[config.mk]
export PLATFORM = sky130hd
export DESIGN_NAME = ps2_kbd_ctrl
export DESIGN_NICKNAME = d
export VERILOG_FILES = /design/src/rtl/ps2_kbd_ctrl.sv
export SDC_FILE = /design/constraint.sdc
export NUM_CORES = 1
export LEC_CHECK = 0
export ABC_CLOCK_PERIOD_IN_PS = 8700
export CAP_MARGIN = 40
export CORE_AREA = 2 2 166 119
export DETAILED_ROUTE_END_ITERATION = 16
export DIE_AREA = 0 0 168 121
export SLEW_MARGIN = 15
export SYNTH_ARGS = -nofsm -noshare
export SYNTH_HDL_FRONTEND = slang
export SYNTH_SLANG_ARGS = --single-unit
[constraint.sdc]
create_clock -name clkin -period 8.7 [get_ports clkin]
set_clock_uncertainty 0.2 [all_clocks]
set_input_delay 1.74 -clock clkin [delete_from_list [all_inputs] [get_ports clkin]]
set_output_delay 1.74 -clock clkin [all_outputs]
set_load 0.005 [all_outputs]
[src/rtl/ps2_kbd_ctrl.sv]
// ---------------------------------------------------------------------------
// ps2_kbd_ctrl
//
// Purpose:
//   Turns a stream of raw PS/2 keyboard scancode bytes into key events.
//   A small decoder FSM handles the E0 (extended) and F0 (break) prefixes,
//   swallows the eight-byte E1 Pause sequence as a single event, filters
//   acknowledge/echo bytes, and flags self-test pass (0xAA) and error bytes.
//   Decoded events {code, ext, break} are queued in a FIFO for the consumer.
//
// Ports:
//   clkin      in   sole clock, all logic on the rising edge
//   rst        in   synchronous active-high reset
//   sym_data   in   [7:0] scancode byte from the PS/2 physical layer
//   sym_valid  in   sym_data is valid
//   sym_ready  out  byte accepted when sym_valid && sym_ready (low only when full)
//   evt_code   out  [7:0] key code of the head event
//   evt_ext    out  head event carried the E0 prefix
//   evt_break  out  head event is a key release
//   evt_valid  out  FIFO holds at least one event
//   evt_ready  in   consumer pops the head when evt_valid && evt_ready
//   evt_count  out  [clog2(FIFO_DEPTH):0] FIFO occupancy
//   bat_ok     out  one-cycle pulse after an accepted 0xAA byte
//   err        out  one-cycle pulse after an error byte or a prefix timeout
// ---------------------------------------------------------------------------
module ps2_kbd_ctrl #(
    parameter int          FIFO_DEPTH = 8,
    parameter logic [23:0] TIMEOUT    = 24'd1000000
) (
    input  logic                          clkin,
    input  logic                          rst,
    input  logic [7:0]                    sym_data,
    input  logic                          sym_valid,
    output logic                          sym_ready,
    output logic [7:0]                    evt_code,
    output logic                          evt_ext,
    output logic                          evt_break,
    output logic                          evt_valid,
    input  logic                          evt_ready,
    output logic [$clog2(FIFO_DEPTH):0]   evt_count,
    output logic                          bat_ok,
    output logic                          err
);

    localparam int          AW       = $clog2(FIFO_DEPTH);
    localparam int          CW       = AW + 1;
    localparam logic [23:0] TMO_LAST = TIMEOUT - 24'd1;

    typedef enum logic [2:0] {
        IDLE,
        EXT,
        BRK,
        EXTBRK,
        SKIP
    } state_t;

    state_t      state;
    state_t      state_next;
    logic [2:0]  skip_cnt;
    logic [2:0]  skip_next;
    logic [23:0] tmo_cnt;
    logic [23:0] tmo_next;
    logic        err_next;
    logic        bat_next;

    logic        push;
    logic        push_ext;
    logic        push_brk;
    logic [7:0]  push_code;
    logic        pop;
    logic        accept;
    logic        full;
    logic        err_byte;

    logic [9:0]  mem [FIFO_DEPTH];
    logic [AW-1:0] wr_ptr;
    logic [AW-1:0] rd_ptr;

    // Handshake: back-pressure only when the FIFO is full, so every accepted
    // byte is guaranteed room for the event it might produce.
    assign full      = (evt_count == CW'(FIFO_DEPTH));
    assign sym_ready = !full;
    assign accept    = sym_valid && sym_ready;
    assign evt_valid = (evt_count != '0);
    assign pop       = evt_valid && evt_ready;
    assign err_byte  = (sym_data == 8'h00) || (sym_data == 8'hFF) || (sym_data == 8'hFC);

    assign {evt_code, evt_ext, evt_break} = mem[rd_ptr];

    // Decoder next-state logic. An accepted byte always takes priority over
    // the prefix timeout; the timeout only matters while waiting in a
    // non-IDLE state with no byte arriving.
    always_comb begin
        state_next = state;
        skip_next  = skip_cnt;
        push       = 1'b0;
        push_code  = sym_data;
        push_ext   = 1'b0;
        push_brk   = 1'b0;
        err_next   = 1'b0;
        bat_next   = 1'b0;
        tmo_next   = tmo_cnt;

        if (accept) begin
            case (state)
                IDLE: begin
                    if (sym_data == 8'hE0) begin
                        state_next = EXT;
                    end else if (sym_data == 8'hF0) begin
                        state_next = BRK;
                    end else if (sym_data == 8'hE1) begin
                        state_next = SKIP;
                        skip_next  = 3'd7;
                    end else if (sym_data == 8'hAA) begin
                        bat_next = 1'b1;
                    end else if (err_byte) begin
                        err_next = 1'b1;
                    end else if ((sym_data == 8'hFA) || (sym_data == 8'hEE)) begin
                        push = 1'b0;
                    end else begin
                        push = 1'b1;
                    end
                end
                EXT: begin
                    if (err_byte) begin
                        err_next   = 1'b1;
                        state_next = IDLE;
                    end else if (sym_data == 8'hF0) begin
                        state_next = EXTBRK;
                    end else if (sym_data != 8'hE0) begin
                        push       = 1'b1;
                        push_ext   = 1'b1;
                        state_next = IDLE;
                    end
                end
                BRK: begin
                    if (err_byte) begin
                        err_next   = 1'b1;
                        state_next = IDLE;
                    end else if (sym_data == 8'hE0) begin
                        state_next = EXTBRK;
                    end else begin
                        push       = 1'b1;
                        push_brk   = 1'b1;
                        state_next = IDLE;
                    end
                end
                EXTBRK: begin
                    if (err_byte) begin
                        err_next   = 1'b1;
                        state_next = IDLE;
                    end else if ((sym_data != 8'hE0) && (sym_data != 8'hF0)) begin
                        push       = 1'b1;
                        push_ext   = 1'b1;
                        push_brk   = 1'b1;
                        state_next = IDLE;
                    end
                end
                SKIP: begin
                    // The Pause key sends E1 followed by seven more bytes; the
                    // last of them stands in for the whole sequence.
                    skip_next = skip_cnt - 3'd1;
                    if (skip_cnt <= 3'd1) begin
                        push       = 1'b1;
                        push_code  = 8'hE1;
                        skip_next  = 3'd0;
                        state_next = IDLE;
                    end
                end
                default: state_next = IDLE;
            endcase
        end else if ((state != IDLE) && (tmo_cnt == TMO_LAST)) begin
            state_next = IDLE;
            err_next   = 1'b1;
        end

        if (accept || (state_next == IDLE)) begin
            tmo_next = 24'd0;
        end else begin
            tmo_next = tmo_cnt + 24'd1;
        end
    end

    // Decoder state, counters and the registered status pulses.
    always_ff @(posedge clkin) begin
        if (rst) begin
            state    <= IDLE;
            skip_cnt <= 3'd0;
            tmo_cnt  <= 24'd0;
            err      <= 1'b0;
            bat_ok   <= 1'b0;
        end else begin
            state    <= state_next;
            skip_cnt <= skip_next;
            tmo_cnt  <= tmo_next;
            err      <= err_next;
            bat_ok   <= bat_next;
        end
    end

    // Event storage. Entries need no reset: evt_count gates their visibility.
    always_ff @(posedge clkin) begin
        if (push) begin
            mem[wr_ptr] <= {push_code, push_ext, push_brk};
        end
    end

    // FIFO pointers and occupancy. Pointers wrap naturally because the depth
    // is a power of two; a push can never hit a full FIFO since bytes are
    // only accepted when there is room.
    always_ff @(posedge clkin) begin
        if (rst) begin
            wr_ptr    <= '0;
            rd_ptr    <= '0;
            evt_count <= '0;
        end else begin
            if (push) begin
                wr_ptr <= wr_ptr + AW'(1);
            end
            if (pop) begin
                rd_ptr <= rd_ptr + AW'(1);
            end
            case ({push, pop})
                2'b10:   evt_count <= evt_count + CW'(1);
                2'b01:   evt_count <= evt_count - CW'(1);
                default: evt_count <= evt_count;
            endcase
        end
    end

endmodule

==> metrics.md, run 1 <==
| Metric | Value |
|---|---|
| IO Pins | 30 |
| Levels on crit path | 13 |
| CP max FO | 10 |
| Tot GR Track Use | 12.8% |
| RSZ-0062 raised after global routing | no |
| CP Capture Point | evt_count[2] |
| WL per Instance | 17.0 um |
| Clk pwr share | 40.4% |
| Worst R2R Start | skip_cnt[1] |
| Antenna Cells | 0 |
| Iteration-0 DRC count of the detailed router | 257 |
| Largest net degree at the start of global routing | 26 |
| Dpl ws | 3.05 ns |
| Resized cells post-CTS | 0 |
| Total global routing overflow | 0 |
| Initial antenna violation count | 0 |
| Period utilisation layout | 60.3% |
| CTS tree | done |
| Row cnt | 42 |
| HPWL after DPL | 8170 um |
| Max incr delay on CP | 0.66 ns |
| Sw Ratio | 27.3% |
| Final non-filler cell total | 713 |
| Arr. time, crit path | 5.39 ns |
| Placed Area | 6240 um2 |
| Power, Total | 1740 uW |
| Final Wtd Congestion | 0.867 |
| VDD IR max | 0.000121 V |
| Top delay family on crit path | simple AND/OR/NAND/NOR gates |
| Flop pwr share | 40.0% |
| # Post-CTS Setup Buffers | 0 |
| FF-to-FF End | evt_count[2] |
| Syn Nets | 435 |
| Cell count after placement | 680 |
| CP Capture Type | flop |
| Initial Utilization | 29.7% |
| IO Port Bufs | 29 |
| Vias/cell | 4.99 |
| Achievable Freq | 191 MHz |
| Max Slew Vio Count | 0 |
| Clk Tree Root Cell | clkbuf_16 |
| Post-Syn Area | 5540 um2 |
| Comb pwr share | 19.6% |
| Slew headroom | 46.8% |
| Top-area cell type share of the netlist area | 43.4% |
| Worst r2r path cells | 14 |
| Register area share after synthesis | 59.7% |
| Die Wd | 168 um |
| Ys Warns | 0 |
| Final min period | 5.24 ns |
| Max cap viols | 0 |
| Die area | 20300 um2 |
| Top cells by area, synth | edfxtp_1, dfxtp_1, mux4_2 |
| Worst reg2reg setup slack | 5.01 ns |
| Outcome | complete, no violations |
| Crit-path slowest cell | o21ai_2 |
| CTS Buf Count | 17 |
| Leakage | 0.00221 uW |
| Core ar. | 18700 um2 |
| #FFs+latches synth | 125 |
| Final ANT Viol Nets | 0 |
| Setup violators final | 0 |
| Hold Buf Count CTS | 0 |
| Via count | 3560 |
| Max clock buf depth | 2 |
| Hold Startpoint | tmo_cnt[0] |
| Ys async rst share | 0% |
| Clock Pin Slew Worst Setup and Hold Paths | 0.06 ns |
| Final WL | 12100 um |
| Crit Path Category | primary input to flop |
| TNS Setup | 0 ns |
| Post-synth top flop | edfxtp_1 |
| Hold Vio Cnt, Final | 0 |
| Critical-path cell list | clkdlybuf4s50_1, nand3b_1, or4_1, a31oi_2, nor4_4, o21ai_2, ha_1, xor2_1, ha_1, a21oi_1, xor2_1, or3_1, a21oi_1 |
| H-tree depth | 4 |
| # DRC | 0 |
| Fin worst setup slack | 3.46 ns |
| Critical path data required time | 8.85 ns |
| Slew @ Worst Pin | 0.798 ns |
| Sw power | 476 uW |
| CP Launch Point | sym_data[0] |
| Vias in the first global route | 3547 |
| Worst hold path type | flop to flop |
| Clk_lat worst skew | 0.42 ns |
| Pint | 1270 uW |
| Clock net sink count | 125 |
| Mapped Cells | 415 |
| Pwr dens | 255 nW/um2 |
| Post-synth top area cell | edfxtp_1 |
| P&R area growth vs syn | 23.7% |
| Buf/Inv on CP | 1 |
| Final #Nets | 478 |
| Mapped Avg Cell Area | 13.3 um2 |
| Synth unique cells | 51 |
| Die Ht | 121 um |
| Number of synthesized flops with an enable pin | 80 |
| Share of layout cells above drive strength 1 | 20.0% |
| Startpoint types | primary input |
| First-pass GRT wire length | 19300 um |
| Pre-antenna DRT Iters | 6 |
| Fin area | 6850 um2 |
==> cells in the mapped netlist (4+ instances only) <==
library cell and instances:
edfxtp_1 80, dfxtp_1 45, nor2_1 31, nand2_1 23
xor2_1 21, mux4_2 20, nand3_1 15, and3_1 12
clkbuf_1 12, nor3_1 11, a21oi_1 10, mux2_2 10
inv_1 9, ha_1 8, nor2_4 8, o21ai_0 8
xnor2_1 8, nand4_1 7, nand2b_1 6, nor4_1 6
nor4b_1 6, and2_1 5, nor2b_1 5, or4_1 4
==> final cells by class <==
cell class              count  area, um2
well taps                 242        303
clock buffers              17        425
flip-flops and latches    125       3300
fillers                  1778      11800
inverters                   9       33.8
clock inverters            15        169
repair buffers             42        423
multi-input cells         263       2190
==> logic make-up (layout without fill, tap and decap cells) <==
| group | count (synthesis) | in the layout | share of synthesized area [%] |
|---|---|---|---|
| flops | 125 | 125 | 59.7 |
| xor+xnor | 29 | 29 | 4.59 |
| mux | 31 | 31 | 10.4 |
| compound gates | 38 | 38 | 4.61 |
| simple gates | 157 | 157 | 16.6 |
| fa+ha+maj | 8 | 8 | 1.81 |
| buf+inv | 27 | 83 | 2.42 |
==> sequential cells by signal (all words and copies together), names as in the netlist, named ones only <==
register,cells
evt_count,4
skip_cnt,3
mem,80
state,3
wr_ptr,3
bat_ok,1
err,1
tmo_cnt,24
rd_ptr,3
==> layout by cell type (no fill, tap or decap), drive strengths merged, types with 4 or more instances in the layout <==
master	Yosys	routed
nor3	11	11
xor2	21	21
and2	5	5
nor4	7	7
nor2	41	41
nor2b	5	5
dfxtp	45	45
mux2	10	10
inv	9	19
nand3	15	15
edfxtp	80	80
nand4	7	7
o21ai	9	9
mux4	20	20
and3	12	12
xnor2	8	8
clkbuf	12	17
a21oi	10	10
or4	4	4
nand2b	6	6
clkdlybuf4s50	0	29
ha	8	8
nand2	23	23
buf	6	13
nor4b	6	6
==> per-layer routing <==
layer / wire length (um) / track usage, % / share of wire [%]
met5: 0 / 0 / 0
met4: 190 / 5.98 / 1.6
met3: 651 / 3.16 / 5.4
met2: 5800 / 20.0 / 48
met1: 5480 / 16.8 / 45
==> power by group through the flow <==
stage | sequential (uW) | combinational (uW) | clock (uW)
after global routing | 703 | 375 | 743
after detailed placement | 711 | 346 | 0
after global placement | 712 | 333 | 0
after floorplan | 695 | 206 | 0
after CTS | 698 | 349 | 720
final | 698 | 342 | 704
==> worst min path at each step <==
stage / cells past startpoint / slack (ns) / end
global route: 1 / 0.31 / tmo_cnt[0]
floorplan: 1 / 0.24 / tmo_cnt[0]
global placement: 1 / 0.25 / tmo_cnt[0]
finish: 1 / 0.29 / tmo_cnt[0]
CTS: 1 / 0.30 / tmo_cnt[0]
detailed placement: 1 / 0.28 / tmo_cnt[0]
==> through the flow <==
stage / util, % / hold WS (ns)
after floorplan: - / 0.239
after global placement: 33.0 / 0.255
after detailed placement: 33.4 / 0.282
after CTS: 36.6 / 0.298
after global routing: 36.7 / 0.308
final: 36.7 / 0.291
Power figures use the tool's default switching activity.
==> run 2, diff against run 1 <==
--- a/config.mk
+++ b/config.mk
@@ -5,7 +5,7 @@
 export SDC_FILE = /design/constraint.sdc
 export NUM_CORES = 1
 export LEC_CHECK = 0
-export ABC_CLOCK_PERIOD_IN_PS = 8700
+export ABC_CLOCK_PERIOD_IN_PS = 4800
 export CAP_MARGIN = 40
 export CORE_AREA = 2 2 166 119
 export DETAILED_ROUTE_END_ITERATION = 16
==> constraint.sdc (replaced) <==
create_clock -name clkin -period 4.8 [get_ports clkin]
set_clock_uncertainty 0.2 [all_clocks]
set_input_delay 0.96 -clock clkin [delete_from_list [all_inputs] [get_ports clkin]]
set_output_delay 0.96 -clock clkin [all_outputs]
set_load 0.005 [all_outputs]
==> run 2 against run 1 <==
Net effect:
- utilization decreased by 0.21 points
- clock power increased by 89%
- first-iteration DRC count decreased by 1.6%
- sequential cell count unchanged
- setup slack got worse by 2.6 ns
- routed wire length decreased by 1.8%
- non-clock buffer count increased by 1
- die area unchanged
- sequential power increased by 81%
- register-to-register slack got worse by 3.3 ns
- largest power group unchanged
==> metrics.md, run 2 (same netlist as run 1, synthesis figures left out) <==
| Metric | Value |
|---|---|
| Final ANT Viol Nets | 0 |
| Clock net sink count | 125 |
| Max FFs per register | 80 |
| CP Capture Type | flop |
| Arr. time, crit path | 4.09 ns |
| Startpoint types | primary input |
| Vias in the first global route | 3568 |
| IO Pins | 30 |
| Placed Area | 6170 um2 |
| Outcome | complete, no violations |
| Slew headroom | 54.9% |
| Max Slew Vio Count | 0 |
| Hold Vio Cnt, Final | 0 |
| Dpl ws | 0.412 ns |
| Crit Path Category | primary input to flop |
| Worst r2r path cells | 12 |
| Slew @ Worst Pin | 0.667 ns |
| Die Ht | 121 um |
| Clock Pin Slew Worst Setup and Hold Paths | 0.06 ns |
| IO Port Bufs | 29 |
| Iteration-0 DRC count of the detailed router | 253 |
| Max incr delay on CP | 0.52 ns |
| Clk_lat worst skew | 0.42 ns |
| Max clock buf depth | 2 |
| Final WL | 11900 um |
| Antenna Cells | 0 |
| Period utilisation layout | 82.0% |
| Achievable Freq | 254 MHz |
| Crit-path slowest cell | clkdlybuf4s50_1 |
| Largest regs | mem (80), tmo_cnt (24), evt_count (4) |
| WHS Endpoint | tmo_cnt[0] |
| WL per Instance | 16.7 um |
| VDD IR max | 0.000266 V |
| Layout fillers | 1741 |
| Fin worst setup slack | 0.864 ns |
| Max cap viols | 0 |
| H-tree depth | 4 |
| P&R area growth vs syn | 23.0% |
| Hold Startpoint | tmo_cnt[0] |
| FF-to-FF End | evt_count[3] |
| CTS Buf Count | 17 |
| Hold Buf Count CTS | 0 |
| Row cnt | 42 |
| Hold Path Cell Cnt | 1 |
| Clk Tree Root Cell | clkbuf_16 |
| CP max FO | 7 |
| Fin area | 6810 um2 |
| Worst hold path type | flop to flop |
| Critical path data required time | 4.95 ns |
| Final Wtd Congestion | 0.770 |
| Share of layout cells above drive strength 1 | 19.5% |
| Worst R2R Start | skip_cnt[0] |
| Largest net degree at the start of global routing | 26 |
| Die Wd | 168 um |
| Reg with most FFs | mem |
| Commonest non-fill, non-tap cell in the layout | edfxtp_1 |
| TNS Setup | 0 ns |
| Tot GR Track Use | 12.7% |
| CTS tree | done |
| Pwr dens | 471 nW/um2 |
| Critical-path cell list | clkdlybuf4s50_1, nand3b_1, or4_1, a31oi_2, nor4_4, o21ai_2, ha_1, xor2_1, ha_1, a21oi_1, xor2_1, or3_1, a21oi_1 |
| RSZ-0062 raised after global routing | no |
| Worst reg2reg setup slack | 1.67 ns |
| Leakage | 0.00220 uW |
| Die area | 20300 um2 |
| Final #Nets | 479 |
| First-pass GRT wire length | 19300 um |
| Vias/cell | 4.91 |
| Setup violators final | 0 |
| # DRC | 0 |
| Pre-antenna DRT Iters | 4 |
| HPWL after DPL | 8060 um |
| Core ar. | 18700 um2 |
| Initial antenna violation count | 0 |
| Commonest non-fill, non-tap cells in the layout | edfxtp_1, dfxtp_1, nor2_1, clkdlybuf4s50_1, nand2_1 |
| Resized cells post-CTS | 0 |
| Initial Utilization | 29.7% |
| Final min period | 3.94 ns |
| Total global routing overflow | 0 |
| Via count | 3499 |
| # Post-CTS Setup Buffers | 0 |
==> run 2: changes by cell type in the layout (fill, tap and decap cells not counted), moves of 3 or more <==
cell / delta
buf_6: -6
buf_4: +8
bufinv_16: +3
nor4b_4: -4
nor4b_2: +4
inv_8: -7
==> run 2: critical path, delay by kind of cell <==
family / cells / cell delay [ns]
AOI/OAI and AO/OA: 4 / 0.64
xor gates and xnor gates: 2 / 0.34
adders and majority gates: 2 / 0.45
buffers and inverters: 1 / 0.52
and+or+nand+nor: 4 / 1.18
==> run 2: area by class of cell <==
cell class              instances  area, um2  area share, %
clock buffers                  17        425           6.25
clock inverters                14        195           2.87
inverters                       9       33.8          0.496
multi-input cells             263       2140           31.4
flip-flops and latches        125       3300           48.5
well taps                     242        303           4.45
repair buffers                 43        410           6.03
==> run 2: power by group <==
part           internal [uW]  total, uW  leakage (uW)  switching, uW
combinational            342        610      0.000826            268
clock                    866       1330      0.000295            469
sequential              1210       1260       0.00108           55.0
==> run 2: routing by layer <==
layer,part of all wire [%],track usage [%]
met5,0,0
met3,4.0,4.08
met1,47,16.1
met2,46,20.3
met4,2.5,5.00
==> run 2: how the worst max path moves through the flow <==
stage,startpoint,end,slack (ns),cells past startpoint
after global placement,sym_data[0],evt_count[2],0.53,13
after global routing,sym_data[4],evt_count[3],0.67,12
final,sym_data[0],evt_count[2],0.86,13
after floorplan,sym_data[4],mem[2][0],0.88,7
after CTS,sym_data[0],evt_count[2],0.85,13
after detailed placement,sym_data[0],evt_count[2],0.41,13
==> run 2: through the flow <==
| stage | instances | utilization (%) | total power [uW] | hold slack, ns |
|---|---|---|---|---|
| floorplan | 415 | - | 1630 | 0.239 |
| global placement | 680 | 33.0 | 1880 | 0.249 |
| detailed placement | 681 | 33.1 | 1900 | 0.267 |
| CTS | 712 | 36.4 | 3240 | 0.279 |
| global route | 713 | 36.5 | 3350 | 0.293 |
| finish | 713 | 36.5 | 3210 | 0.277 |
